==> src/rtl/cory_tpram_fifo_ctrl.sv <==
`default_nettype none
// ============================================================================
// Module      : cory_tpram_fifo_ctrl
// Description : Single-clock valid/ready FIFO controller driving an external
//               two-port RAM (active-low enables, one-cycle registered read).
//               A 2-entry output buffer hides the RAM read latency so the FIFO
//               moves one word per cycle in each direction.
//               Ports:
//                 clk, reset_n          clock, async active-low reset
//                 clr                   synchronous flush
//                 i_vld/i_rdy/i_data    producer stream
//                 o_vld/o_rdy/o_data    consumer stream
//                 count                 words held (RAM + landing + buffer)
//                 mem_wen/waddr/wdata   RAM write port
//                 mem_ren/raddr/rdata   RAM read port
// Revision    : 1.0 - initial release
// ============================================================================
module cory_tpram_fifo_ctrl #(
    parameter int A = 4,
    parameter int D = 8
) (
    input  logic         clk,
    input  logic         reset_n,
    input  logic         clr,
    input  logic         i_vld,
    output logic         i_rdy,
    input  logic [D-1:0] i_data,
    output logic         o_vld,
    input  logic         o_rdy,
    output logic [D-1:0] o_data,
    output logic [A+1:0] count,
    output logic         mem_wen,
    output logic [A-1:0] mem_waddr,
    output logic [D-1:0] mem_wdata,
    output logic         mem_ren,
    output logic [A-1:0] mem_raddr,
    input  logic [D-1:0] mem_rdata
);

    localparam int         DEPTH   = 1 << A;
    localparam logic [A:0] C_DEPTH = (A+1)'(DEPTH);

    logic         en_q,      en_d;
    logic [A-1:0] wptr_q,    wptr_d;
    logic [A-1:0] rptr_q,    rptr_d;
    logic [A:0]   ram_cnt_q, ram_cnt_d;
    logic         land_q,    land_d;
    logic [D-1:0] ob0_q,     ob0_d;     // oldest buffered word
    logic [D-1:0] ob1_q,     ob1_d;
    logic [1:0]   ob_cnt_q,  ob_cnt_d;

    logic         push;
    logic         pop;
    logic         issue;
    logic [2:0]   ob_need;
    logic [1:0]   ob_after_pop;

    always_comb begin
        en_d    = 1'b1;

        i_rdy   = en_q & ~clr & (ram_cnt_q < C_DEPTH);
        push    = i_vld & i_rdy;
        o_vld   = (ob_cnt_q != 2'd0) & ~clr;
        pop     = o_vld & o_rdy;

        // A read may only issue if its word will still have a buffer slot
        // when it lands, counting the word already in flight.
        ob_need = {1'b0, ob_cnt_q} + {2'b00, land_q} + 3'd1;
        issue   = en_q & ~clr & (ram_cnt_q != '0) & (ob_need <= (3'd2 + {2'b00, pop}));

        mem_wen   = ~push;
        mem_waddr = wptr_q;
        mem_wdata = i_data;
        mem_ren   = ~issue;
        mem_raddr = rptr_q;
        o_data    = ob0_q;

        count = (A+2)'(ram_cnt_q) + (A+2)'(land_q) + (A+2)'(ob_cnt_q);

        wptr_d    = wptr_q + A'(push);
        rptr_d    = rptr_q + A'(issue);
        ram_cnt_d = ram_cnt_q + (A+1)'(push) - (A+1)'(issue);
        land_d    = issue;

        // Remove the popped word first, then append the landing word
        // behind whatever remains.
        ob_after_pop = ob_cnt_q - {1'b0, pop};
        ob0_d        = ob0_q;
        ob1_d        = ob1_q;
        if (pop) begin
            ob0_d = ob1_q;
        end
        if (land_q) begin
            if (ob_after_pop == 2'd0) begin
                ob0_d = mem_rdata;
            end else begin
                ob1_d = mem_rdata;
            end
        end
        ob_cnt_d = ob_after_pop + {1'b0, land_q};

        // Flush drops everything, including a read landing this cycle.
        if (clr) begin
            wptr_d    = '0;
            rptr_d    = '0;
            ram_cnt_d = '0;
            land_d    = 1'b0;
            ob_cnt_d  = 2'd0;
        end
    end

    always_ff @(posedge clk or negedge reset_n) begin
        if (!reset_n) begin
            en_q      <= 1'b0;
            wptr_q    <= '0;
            rptr_q    <= '0;
            ram_cnt_q <= '0;
            land_q    <= 1'b0;
            ob0_q     <= '0;
            ob1_q     <= '0;
            ob_cnt_q  <= 2'd0;
        end else begin
            en_q      <= en_d;
            wptr_q    <= wptr_d;
            rptr_q    <= rptr_d;
            ram_cnt_q <= ram_cnt_d;
            land_q    <= land_d;
            ob0_q     <= ob0_d;
            ob1_q     <= ob1_d;
            ob_cnt_q  <= ob_cnt_d;
        end
    end

endmodule
`default_nettype wire

==> config.mk <==
export PLATFORM = sky130hd
export DESIGN_NAME = cory_tpram_fifo_ctrl
export DESIGN_NICKNAME = d
export VERILOG_FILES = /design/src/rtl/cory_tpram_fifo_ctrl.sv
export SDC_FILE = /design/constraint.sdc
export NUM_CORES = 1
export LEC_CHECK = 0
export CAP_MARGIN = 5
export CORE_MARGIN = 2
export CORE_UTILIZATION = 42
export DETAILED_ROUTE_END_ITERATION = 12
export GPL_TIMING_DRIVEN = 0
export PLACE_DENSITY = 0.8
export SLEW_MARGIN = 20
export SYNTH_ARGS = -nofsm -noshare
export SYNTH_HDL_FRONTEND = slang
export SYNTH_SLANG_ARGS = --single-unit
==> constraint.sdc <==
create_clock -name clk -period 2.8 [get_ports clk]
set_input_delay 0.56 -clock clk [delete_from_list [all_inputs] [get_ports clk]]
set_output_delay 0.56 -clock clk [all_outputs]
set_load 0.02 [all_outputs]
# Yosys cells after proc, flatten, opt, wreduce, memory -nomap -nowiden
# Index checks and enable logic that the tools add are counted.
dict set report classes {
  addsub 11
  magnitude_cmp 2
  muxes 8
  bitwise_logic 11
  reduce_logical 4
}
# op n
set op_table {}
lappend op_table {{$mux W8} 3}
lappend op_table {{$add A4 B1 Y4} 2}
lappend op_table {{$mux W4} 2}
lappend op_table {{$and A1 B1 Y1} 7}
lappend op_table {{$add A5 B1 Y6} 1}
lappend op_table {{$add A6 B2 Y6} 1}
lappend op_table {{$add A5 B1 Y5} 1}
lappend op_table {{$lt A5 B5 Y1 const B} 1}
lappend op_table {{$mux W5} 1}
lappend op_table {{$reduce_bool A5 Y1} 1}
lappend op_table {{$sub A5 B1 Y5} 1}
lappend op_table {{$not A1 Y1} 4}
lappend op_table {{$add A2 B1 Y3} 1}
lappend op_table {{$add A2 B1 Y3 const A} 1}
lappend op_table {{$add A3 B1 Y3 const B} 1}
lappend op_table {{$le A3 B3 Y1} 1}
lappend op_table {{$add A2 B1 Y2} 1}
lappend op_table {{$logic_not A2 Y1} 1}
lappend op_table {{$mux W2} 1}
lappend op_table {{$reduce_and A2 Y1} 1}
lappend op_table {{$reduce_bool A2 Y1} 1}
lappend op_table {{$sub A2 B1 Y2} 1}
lappend op_table {{$mux W1} 1}
dict set report word_totals {
  reg_bits 33
  input_bits 21
  output_inout_bits 34
  wordCells 44
}

# Logic depth before layout (Yosys ltp)
dict set report logic_depth {
  word_depth 8
  mapped_depth 15
  depth_no_buf 15
}

# Worst setup path after synthesis
# OpenSTA, ideal clock, no wires.
dict set report synth_timing {
  path_type {input to register}
  startpoint {input clr}
  endpoint {register ram_cnt_q[4]}
  setup_ns 0.136
  t_arrival_ns 3.086
  required_ns 2.664
  setup_slack_ns -0.422
  stages 15
  path_buffers 0
  path_cell_list {o21ba_2 -> nand2_4 -> inv_1 -> ha_1 -> nor2_1 -> a2111oi_2 -> ha_1 -> inv_1 -> ha_1 -> inv_1 -> fa_1 -> nand2b_1 -> a21oi_1 -> or3_1 -> a21oi_1}
}
dict set report synth_via {
  elab_chain_len 8
  word_cells_on_any_way 13
  cone_classes {add/sub: 3; order compare: 1; mux: 1; bitwise: 8}
}
# item line_no
set synth_rtl {}
lappend synth_rtl {{start: declaration} 24} ;# input logic clr,
lappend synth_rtl {{$not A1 Y1} {61, 63, 69}}
lappend synth_rtl {{$and A1 B1 Y1} 63} ;# o_vld = (ob_cnt_q != 2'd0) & ~clr;
lappend synth_rtl {{$and A1 B1 Y1} 64} ;# pop = o_vld & o_rdy;
lappend synth_rtl {{$add A2 B1 Y3} 69} ;# issue = en_q & ~clr & (ram_cnt_q != '0) & (ob_need <= (3'd2 + {2'b00, pop}));
lappend synth_rtl {{$le A3 B3 Y1} 69}
lappend synth_rtl {{$and A1 B1 Y1} 69}
lappend synth_rtl {{$sub A5 B1 Y5} 82} ;# ram_cnt_d = ram_cnt_q + (A+1)'(push) - (A+1)'(issue);
lappend synth_rtl {{$mux W5 *} 103} ;# if (clr) begin
lappend synth_rtl {{via ram_cnt_d[4]} 46} ;# logic [A:0] ram_cnt_q, ram_cnt_d;
lappend synth_rtl {{end signal: assignment} 126} ;# ram_cnt_q <= ram_cnt_d;
lappend synth_rtl {{end: declaration} 46}
# The timed path passes the listed nets; every way through them passes the cells marked *.
# A chain may end at the register's enable or synchronous reset.

# Worst setup path in the final report
dict set report layout_timing {
  startpoint {register ob_cnt_q[0]}
  endpoint {register ram_cnt_q[4]}
}
dict set report layout_via {
  elab_chain_len 8
  word_cells_on_any_way 10
  cone_classes {add/sub: 4; order compare: 1; mux: 1; bitwise: 3; reduce/logical: 1}
}
# item line_no
set layout_rtl {}
lappend layout_rtl {{start: declaration} 50} ;# logic [1:0] ob_cnt_q, ob_cnt_d;
lappend layout_rtl {{start signal: assignment} 130} ;# ob_cnt_q <= ob_cnt_d;
lappend layout_rtl {{parallel branches: the longest is 4 deep, another holds $add A2 B1 Y3} --}
lappend layout_rtl {{$le A3 B3 Y1 *} 69}
lappend layout_rtl {{$and A1 B1 Y1 *} 69}
lappend layout_rtl {{$sub A5 B1 Y5 *} 82}
lappend layout_rtl {{$mux W5 *} 103}
lappend layout_rtl {{via ram_cnt_d[4]} 46}
# Mark *: on every way through the listed nets, which the timed path passes.

==> flow_summary.yaml <==
status:
  status: "complete, but fails checks"
  violations: "setup timing"
pwr:
  irDropWorstVdd_uv: 560.4
  powerDensity_nw_per_um2: 964.5
  power_leakage_nw: 1.285
clocking:
  cts_buffers: 5
  cts-root-buf: "clkbuf_8"
  hold_buffers: 0
  clock_sinks: 33
  cts_tree: "yes"
  htreeDepth: 2
  clockBufferDepth: 2
  clkTransAtPathRegs_ns: 0.07
  clock_latency_ns: 0.29
logic_synthesis:
  syn_inst: 164
  synth_common_cells: "dfrtp_1, nor2_1, ha_1, inv_1, a21oi_1"
  syn-cell-area_um2: 1829
  synth_edf_count: 0
  yosysMostFrequentCell: "dfrtp_1"
  synth_nets: 206
  synth_area_leaders: "dfrtp_1, ha_1, mux2_2"
  yosysSeqAreaShare: 0.4514
  ys.flop_type: "dfrtp_1"
  netlist.top_cell.by_area: "dfrtp_1"
  syn_area_per_cell_um2: 11.15
  yosysTopAreaCellShare: 0.4514
  synth-seq-cells: 33
  yosysUniqueCellTypes: 29
  async_flop_share: 1.000
  yosys_warnings: 0
worst_setup_path:
  crit-reg2reg-launch: "ob_cnt_q[0]"
  cp_slowest_stage_delay_ns: 0.40
  path_max_fanout: 2
  slowest_stage: "dfrtp_1"
  cp_num_buf_inv: 3
  crit_start: "ob_cnt_q[0]"
  worstPathArrival_ns: 2.97
  critical_path_class: "flip-flop to flip-flop"
  worst_setup_path_start_kind: "flip-flop"
  critPathCaptureType: "flip-flop"
  reg2reg_setup_slack_ns: -0.01
  cp_cell_sequence: "o21ba_4 -> nand2_8 -> inv_4 -> ha_4 -> nor2_2 -> a2111oi_4 -> ha_1 -> inv_2 -> ha_4 -> inv_2 -> fa_2 -> nand2b_4 -> a21oi_4 -> or3_1 -> a21oi_1"
  critical_path.top_delay_family: "adder cells"
  crit_required_ns: 2.95
place:
  hpwlAfterDp_um: 2597
  io_buffer_count: 46
  preCtsSetupSlack_ns: -1.071
  gp_congestion: 0.7439
grt:
  grt_pass1_wl_um: 5858
  grt_max_degree: 28
  first_global_vias: 1289
  grt_usage: 0.1543
  antenna_found_initial: 0
  grt-ovfl-total: 0
die:
  die_area_um2: 4899
  io_pins: 55
  rows: 23
  start_util: 0.4476
  core_area_um2: 4086
  die_w_um: 70.00
  dieHeight_um: 70.00
sta:
  fin_crit_sh: 1.005
  drv_slew: 0
  hold_ws_ns: 0.1090
  hold_violations: 0
  min_period_ns: 2.815
  fmax_ghz: 0.3552
  fin_skew_ns: 0.01017
  setup_slack_ns: -0.01494
  setup_viol: 2
  rsz0062_at_grt: "true"
final_layout:
  area_growth_syn_to_layout_pct: 44.19
  n_antenna_cell: 0
  finalNetCount: 272
  drive_above_1_share: 0.2597
drt:
  drc: 0
  via_per_inst: 4.786
  first_pass_iters: 4
  top_layer: "met4"
  vias: 1345
  avgRoutedWirePerCell_um: 12.89
  wl_met3_um: 178
  wl_met2_um: 1875
  wl_um: 3621
  antenna_left: 0
  met1_length_um: 1489
  drtIter0Drc: 38
min_path:
  hold_path.class: "input pin to asynchronous set/reset pin"
flow_run:
  maxCapViolations: 0
==> cell usage in the layout (no fill, tap or decap), types with 2 or more instances in the layout <==
master | Yosys | final
mux2i_1 | 8 | 8
buf_2 | 1 | 3
ha_1 | 18 | 15
dlygate4sd2_1 | 0 | 5
a21oi_1 | 11 | 10
clkbuf_8 | 0 | 5
fa_1 | 3 | 2
inv_2 | 0 | 4
buf_4 | 8 | 19
o21ai_0 | 2 | 2
nand2_1 | 2 | 2
xor2_1 | 5 | 5
mux2_2 | 8 | 8
ha_4 | 0 | 3
inv_1 | 18 | 13
xnor2_1 | 5 | 5
a21oi_4 | 1 | 2
nand3_1 | 2 | 2
nor2b_1 | 7 | 7
clkinv_2 | 0 | 2
dfrtp_1 | 33 | 32
clkdlybuf4s50_1 | 0 | 37
nor2_1 | 19 | 18
==> kinds of logic (layout without fill, tap and decap cells) <==
| kind of cell | Yosys count | after routing | share of synthesized area |
|---|---|---|---|
| AND/OR/NAND/NOR | 36 | 36 | 0.09918 |
| flip-flops | 33 | 33 | 0.4514 |
| buffers and inverters | 28 | 95 | 0.07455 |
| adder cells (fa/ha/maj) | 21 | 21 | 0.1560 |
| AO/OA/AOI/OAI | 18 | 18 | 0.06703 |
| multiplexers | 16 | 16 | 0.09303 |
| XOR/XNOR | 11 | 11 | 0.05677 |
| other | 1 | 1 | 0.002050 |
==> final timing paths <==
kind | endpoint | depth (start not counted)
max | ram_cnt_q[4] | 15
min | mem_raddr[0] | 1
max reg2reg | ram_cnt_q[4] | 15
min reg2reg | ob1_q[3] | 1
max in group asynchronous | ob_cnt_q[1] | 2
min in group clk | ob1_q[3] | 1
==> metal layers <==
layer | track usage | vias to the layer above
met4 | 0.06410 | 0
met2 | 0.2698 | 38
met5 | 0 | -
li1 | - | 660
met1 | 0.1762 | 639
met3 | 0.04329 | 8
==> through the flow <==
step,setup TNS [ns],total power [mW],instance area [um2],std cells,util
after floorplan,-0.1361,1.644,1891,164,-
after global placement,-5.133,2.031,2414,260,0.5906
after detailed placement,-5.157,2.079,2429,261,0.5943
after CTS,-0.1482,2.485,2577,277,0.6307
after global routing,-0.2323,2.740,2638,281,0.6454
final,-0.02084,2.544,2638,281,0.6454
==> flip-flops by register name, indices dropped and copies added, names as in the netlist <==
signal     flops
mem_waddr      4
ram_cnt_q      5
en_q           1
ob1_q          8
mem_raddr      4
land_q         1
o_data         8
ob_cnt_q       2
==> where the power goes <==
group | switching [mW] | internal (mW) | leakage, nW | total, mW
Combinational | 0.691 | 0.726 | 0.831 | 1.42
Clock | 0.177 | 0.171 | 0.0439 | 0.348
Sequential | 0.128 | 0.652 | 0.410 | 0.780
==> cell type report <==
class | count | area (um2)
Timing Repair Buffer | 59 | 560.5
Sequential cell | 33 | 827.0
Tap cell | 50 | 62.56
Fill cell | 319 | 1449
Inverter | 18 | 70.07
Multi-Input combinational cell | 103 | 962.2
Buffer | 10 | 68.82
Clock buffer | 5 | 68.82
Clock inverter | 3 | 17.52
==> what timing repair did <==
item                       4_1_cts  5_1_grt
pin swaps                        8        5
setup endpoints to repair       11        6
buffers inserted                 8        4
gates resized for setup         16        6
Power figures use the tool's default switching activity.
